[config.mk]
export PLATFORM = sky130hd
export DESIGN_NAME = priority_encoder_8_3
export DESIGN_NICKNAME = d
export VERILOG_FILES = /design/src/rtl/priority_encoder_8_3.sv
export SDC_FILE = /design/constraint.sdc
export NUM_CORES = 1
export LEC_CHECK = 0
export CORE_ASPECT_RATIO = 1.25
export CORE_MARGIN = 1
export CORE_UTILIZATION = 45
export CTS_CLUSTER_SIZE = 24
export DETAILED_ROUTE_END_ITERATION = 6
export HOLD_SLACK_MARGIN = 0.02
export PLACE_DENSITY_LB_ADDON = 0.08
export SYNTH_ARGS = -nofsm -noshare
export SYNTH_HDL_FRONTEND = slang
export SYNTH_SLANG_ARGS = --single-unit
[constraint.sdc]
create_clock -name clk -period 3.95 [get_ports clk]
set_clock_uncertainty 0.1 [all_clocks]
set_input_delay 0.79 -clock clk [delete_from_list [all_inputs] [get_ports clk]]
set_output_delay 0.79 -clock clk [all_outputs]
set_load 0.01 [all_outputs]
[src/rtl/priority_encoder_8_3.sv]
// Sequential 8-to-3 priority encoder: sticky pending events are emitted one at a
// time as 3-bit codes over a valid/ready handshake, lowest index first.
module priority_encoder_8_3 #(
    parameter int N = 8,
    parameter int W = 3
) (
    input  logic         clk,
    input  logic         rst_n,
    input  logic         clr,
    input  logic [N-1:0] req,
    input  logic         out_ready,
    output logic         out_valid,
    output logic [W-1:0] out_code,
    output logic [N-1:0] pending,
    output logic [W:0]   pend_cnt,
    output logic         ovf
);

    // Isolates the lowest set bit of a vector (two's-complement trick).
    function automatic logic [N-1:0] lowest_one(input logic [N-1:0] v);
        return v & (~v + {{(N-1){1'b0}}, 1'b1});
    endfunction

    // Converts a one-hot (or zero) vector into its bit index.
    function automatic logic [W-1:0] onehot_to_index(input logic [N-1:0] oh);
        logic [W-1:0] idx;
        idx = {W{1'b0}};
        for (int i = 0; i < N; i++) begin
            if (oh[i]) begin
                idx = idx | i[W-1:0];
            end else begin
                idx = idx;
            end
        end
        return idx;
    endfunction

    // Counts the set bits of a vector.
    function automatic logic [W:0] popcount(input logic [N-1:0] v);
        logic [W:0] cnt;
        cnt = {(W+1){1'b0}};
        for (int i = 0; i < N; i++) begin
            cnt = cnt + {{W{1'b0}}, v[i]};
        end
        return cnt;
    endfunction

    logic [N-1:0] pend_q;
    logic [N-1:0] pend_d;
    logic         valid_q;
    logic         valid_d;
    logic [W-1:0] code_q;
    logic [W-1:0] code_d;
    logic         ovf_q;
    logic         ovf_d;

    logic         load_s;
    logic         any_pend_s;
    logic [N-1:0] grant_s;

    // Grant selection and next-state computation for pending, output and ovf.
    always_comb begin
        load_s     = !valid_q || out_ready;
        any_pend_s = |pend_q;
        grant_s    = {N{1'b0}};
        valid_d    = valid_q;
        code_d     = code_q;

        if (load_s && any_pend_s) begin
            grant_s = lowest_one(pend_q);
            valid_d = 1'b1;
            code_d  = onehot_to_index(grant_s);
        end else if (load_s) begin
            valid_d = 1'b0;
        end else begin
            valid_d = valid_q;
        end

        // A request landing on the bit being granted re-arms it rather than counting as overflow.
        pend_d = (pend_q & ~grant_s) | req;
        ovf_d  = |(req & pend_q & ~grant_s);
    end

    // State registers with synchronous active-low reset and synchronous clear.
    always_ff @(posedge clk) begin
        if (!rst_n) begin
            pend_q  <= {N{1'b0}};
            valid_q <= 1'b0;
            code_q  <= {W{1'b0}};
            ovf_q   <= 1'b0;
        end else if (clr) begin
            pend_q  <= {N{1'b0}};
            valid_q <= 1'b0;
            code_q  <= {W{1'b0}};
            ovf_q   <= 1'b0;
        end else begin
            pend_q  <= pend_d;
            valid_q <= valid_d;
            code_q  <= code_d;
            ovf_q   <= ovf_d;
        end
    end

    assign out_valid = valid_q;
    assign out_code  = code_q;
    assign pending   = pend_q;
    assign ovf       = ovf_q;
    assign pend_cnt  = popcount(pend_q);

endmodule

# Word-level counts from Yosys, hierarchy flattened
# Index checks and enable logic that the tools add are counted.
# op_classes
bitwise	8
add_sub_neg	8
reduce_logical	7
n_mux	10
# op_table
cell	n
bitwise AND 8 bit	4
adder 4 x 1 -> 4 bit	4
NOT 8 bit	2
OR reduction 8 bit	2
2-to-1 mux 3 bit	4
adder 8 x 1 -> 8 bit (second input constant)	1
2-to-1 mux 8 bit	1
bitwise OR 8 bit	1
adder 3 x 1 -> 4 bit	1
2-to-1 mux 2 bit	2
adder 2 x 1 -> 3 bit	1
2-to-1 mux 1 bit	3
adder 1 x 1 -> 2 bit	1
nonzero test 2 bit	1
OR reduction 2 bit	1
logical AND 1 bit	1
logical NOT 1 bit	1
logical OR 1 bit	1
NOT 1 bit	1
# word_totals
inputBits	12
regBits	13

# Depth between registers and ports, before layout
# logic_depth
depth_word	10
depth_mapped	9
ltp_nobuf	9

# Worst setup path after synthesis
# OpenSTA, ideal clock, no wires.
# synth_path
path_kind	register to output
from	register pend_q[0] (netlist: pending[0])
to	output port pend_cnt[2]
n_path_buf	0
path_stages_with_launch	10
arrival_time_ns	2.699
path_slack_ns	0.361
path_cell_list	dfxtp_1 > fa_1 > inv_1 > fa_1 > fa_1 > inv_1 > ha_1 > inv_1 > fa_1 > xnor2_1
# synth_between
elab_chain_cells	7
# synth_rtl
element	line_no	source
from (decl)	48	logic [N-1:0] pend_q;
from (signal assigned)	87	pend_q <= {N{1'b0}};
from (signal assigned)	92	pend_q <= {N{1'b0}};
from (signal assigned)	97	pend_q <= pend_d;
adder 1 x 1 -> 2 bit	43	cnt = cnt + {{W{1'b0}}, v[i]};
adder 2 x 1 -> 3 bit	43	
adder 3 x 1 -> 4 bit	43	
adder 4 x 1 -> 4 bit (4 in series)	43	
to (decl)	15	output logic [W:0] pend_cnt,
# No other way between the ends.

# Worst setup path in the final report
# layout_path
from	register pend_q[0] (netlist: pending[0])
to	output port pend_cnt[1]
# The elaborated chain is that of the path after synthesis.

==> out/summary.md <==
The run finished with clean final reports. The startpoint of the lowest-slack hold path is out_code[2]. TritonCTS built the clock tree.

The arrival time reported for the critical path endpoint came out at 3.04 ns. By area the synthesized netlist is led by sky130_fd_sc_hd__dfxtp_1 (29%), sky130_fd_sc_hd__fa_1 (8.8%), sky130_fd_sc_hd__ha_1 (6.9%). The worst hold path stage count came out at 1.

For this design the ratio of total power to cell area is 285 nW/µm². The logs give 2200 µm² for the die footprint and 0 for the initial antenna violation count. Category of the worst setup path launch point: a register. The number of cells on the worst reg-to-reg path is 7, and the mean cell area of the mapped netlist is 8.57 µm². The path with the worst hold slack has its endpoint at out_code[2]. The via count of the first global-routing pass came out at 817. The share of post-route cells with drive strength above 1 is 16.7%, and the worst slew slack as a fraction of its limit is 59.2%. For the cell count after synthesis, the log shows 106. Once layout is complete, the utilization of the core stands at 67.2%.

The repair_antennas step left the layout with diodes totalling 0. For the maximum vdd ir drop, the log shows 0.204 mV. The tools report the capturing point of the worst reg2reg path as ovf. STA classifies the critical path endpoint as a primary output. The setup check on the worst reg-to-reg path leaves a slack of 1.83 ns.

Dividing the detail-routed wire length by the instance count gives 13.6 µm. The congestion estimate from routability-driven global placement came to 0.796. The row count was 17; the relative area change from synthesis to final layout was 35.3%.

The logs give 0 for the final-report max-slew violation count and 0.0159 ns for the final setup slack of the worst path. Setup repair after global routing could not meet its margin everywhere. The floorplan step set the die height to 52.2 µm. The setup path with the least slack is of type reg -> out. Transition time at the pin with the least slew margin: 0.608 ns. The total I/O pin count is 29, and the leakage power figure is 0.526 nW. The root buffer cell was sky130_fd_sc_hd__clkbuf_4. The routed design has 2140 µm of wire. The tools report the CTS sink count as 13. The remaining design rule violation count is 0. The number of nets with antenna violations after detailed routing came out at 0. After legalization and detailed placement, the total HPWL measured 1660 µm. In this run the post-CTS setup repair buffer count came out at 0. Entering global routing, the biggest net connects 12 pins. The area of the core is 1830 µm². The detailed router finished its first iteration with 24 violations.

Prior to clock tree synthesis, the placed netlist has a worst setup slack of -0.114 ns. The logs give 0 for the number of warnings printed during yosys synthesis and 0 for the remaining global-route overflow. Total track usage: 21.0%. The synthesized design spends more area on one cell type than any other, namely sky130_fd_sc_hd__dfxtp_1. Post-layout minimum cycle time: 3.93 ns.

The logs give 160 for the net count reported at finish and 1 for the number of H-tree levels. Counting flops with an async set or reset pin after synthesis yields a share of 0%. Die extent in x: 42.2 µm. Data on the critical path is required at its endpoint by 3.06 ns. The final critical path takes up 99.6% of the cycle. The mapped netlist covers 908 µm².

The count of cell types in the netlist came out at 35. In the synthesized netlist the dominant register cell turns out to be sky130_fd_sc_hd__dfxtp_1. The number of hold buffers added after CTS came out at 0.

In the routed layout, each cell is associated on average with a via count of 5.67. In this run, synthesis produced a sequential element count of 13. The run gives 4 as the first-pass detailed-route iteration total. The run gives 0 as the number of hold violations in the final report. Detailed routing inserted a total of 890 vias. The number of buffers between clock root and the deepest sink was 2; the number of failing setup endpoints in the final timing report was 0. Clock-pin slew was measured on the worst setup and hold paths at 0.09 ns. Of all nets on the critical path, the largest fanout is 2. The share of synthesized area in the top cell type comes to 28.7%. Once the floorplan was initialized, standard cells occupied 49.7% of the core. Timing would allow up to 254 MHz. The startpoint identified for the worst register-to-register timing path is pending[0]. The worst hold path belongs to the class reg -> reg. The count of input and output buffers was 28. The tools report the startpoint of the most critical setup path as pending[0]. The run gives 0.435 ns as the final hold slack.

The clock insertion delay at the later pin of the skew report was 0.27 ns. The number of nets in the synthesized netlist is 127. After synthesis, flip-flops and latches occupy 28.7% of the total area. The first global-routing pass estimated 3550 µm of wire.

The synthesized design contains 0 enable-type register cells. The number of buffers created by CTS was 3; the reported max-cap violation count was 0.
cells by family (layout without fill, tap and decap cells):
group                      count (synthesis)  in the layout  synth area share, %
AOI/OAI and AO/OA                         29             29                 21.6
adders and majority gates                  9              9                 15.7
xor gates and xnor gates                   1              1                0.964
and+or+nand+nor                           34             34                 21.5
buffers and inverters                     20             52                 11.6
DFF                                       13             13                 28.7
report_power, final:
group	switching, mW	internal, mW	total [mW]
registers	0.00572	0.138	0.144
logic	0.0596	0.0617	0.121
clock network	0.0455	0.0391	0.0846
how the worst max path moves through the flow:
stage                        endpoint  slack (ns)  cells after the start
after floorplan           pend_cnt[2]        0.36                      9
after global placement    pend_cnt[2]       -0.01                     10
after detailed placement  pend_cnt[2]       -0.11                     10
after CTS                 pend_cnt[2]       0.004                     10
after global routing      pend_cnt[2]       -0.12                     10
final                     pend_cnt[1]        0.02                     10
layout make-up:
type                    count  area, µm²
clock buffers               4       26.3
multi-input cells          73        548
fillers                   183        601
inverters                  14       52.6
repair buffers             34        317
flip-flops and latches     13        262
well taps                  19       23.8
registers in the layout, indices dropped and copies added, names as in the netlist:
signal	cells
pending	8
ovf	1
out_code	3
out_valid	1
layout by cell type, fill, tap and decap left out, drive strengths merged, types with 2 or more instances in the layout:
| master | count |
|---|---|
| clkdlybuf4s50 | 24 |
| inv | 14 |
| dfxtp | 13 |
| a21oi | 11 |
| nor2 | 11 |
| buf | 8 |
| nand3 | 6 |
| ha | 5 |
| o21ai | 4 |
| fa | 4 |
| clkbuf | 4 |
| a31oi | 3 |
| nand2 | 3 |
| or3 | 3 |
| nor4 | 2 |
| or2b | 2 |
| o211ai | 2 |
| o221a | 2 |
| a32oi | 2 |
synth_stat cells (all sizes together) (2+ instances only):
master  count
or3         3
nor4        2
nor2       11
fa          4
o211ai      2
a32oi       2
o221a       2
dfxtp      13
or2b        2
buf         6
nand3       6
a21oi      11
a31oi       3
nand2       3
inv        14
o21ai       4
ha          5
layer usage:
layer  up-vias  GRT usage (%)  part of all wire, %  routed length [µm]
met2        29           36.2                   49                1050
li1        434              -                    -                   -
met4         0           7.81                 0.56                  12
met1       425           25.8                   44                 943
met3         2           4.48                  6.2                 132
met5         -              0                    0                   0
through the flow:
stage / setup TNS, ns / cell area [µm²] / total power [mW] / instances
2_1_floorplan: 0 / 908 / 0.219 / 106
3_3_place_gp: -0.0104 / 1200 / 0.267 / 153
3_5_place_dp: -0.188 / 1200 / 0.271 / 153
4_1_cts: 0 / 1220 / 0.353 / 157
5_1_grt: -0.232 / 1230 / 0.376 / 157
6_report: 0 / 1230 / 0.350 / 157
critical path, stage by stage (launching register included):
cell and delay (ns):
sky130_fd_sc_hd__dfxtp_2 0.34, sky130_fd_sc_hd__fa_1 0.53, sky130_fd_sc_hd__inv_1 0.05, sky130_fd_sc_hd__fa_1 0.49, sky130_fd_sc_hd__fa_1 0.40, sky130_fd_sc_hd__inv_1 0.08
sky130_fd_sc_hd__ha_2 0.19, sky130_fd_sc_hd__inv_2 0.04, sky130_fd_sc_hd__fa_2 0.51, sky130_fd_sc_hd__inv_1 0.03, sky130_fd_sc_hd__buf_2 0.12
what timing repair did:
| item | 4_1_cts | 5_1_grt |
|---|---|---|
| cloned | 0 | 0 |
| resized for setup | 11 | 3 |
| pin swaps | 0 | 1 |
| endpoints found under the setup margin | 3 | 3 |
No activity file was read; power rests on OpenSTA's default activity.
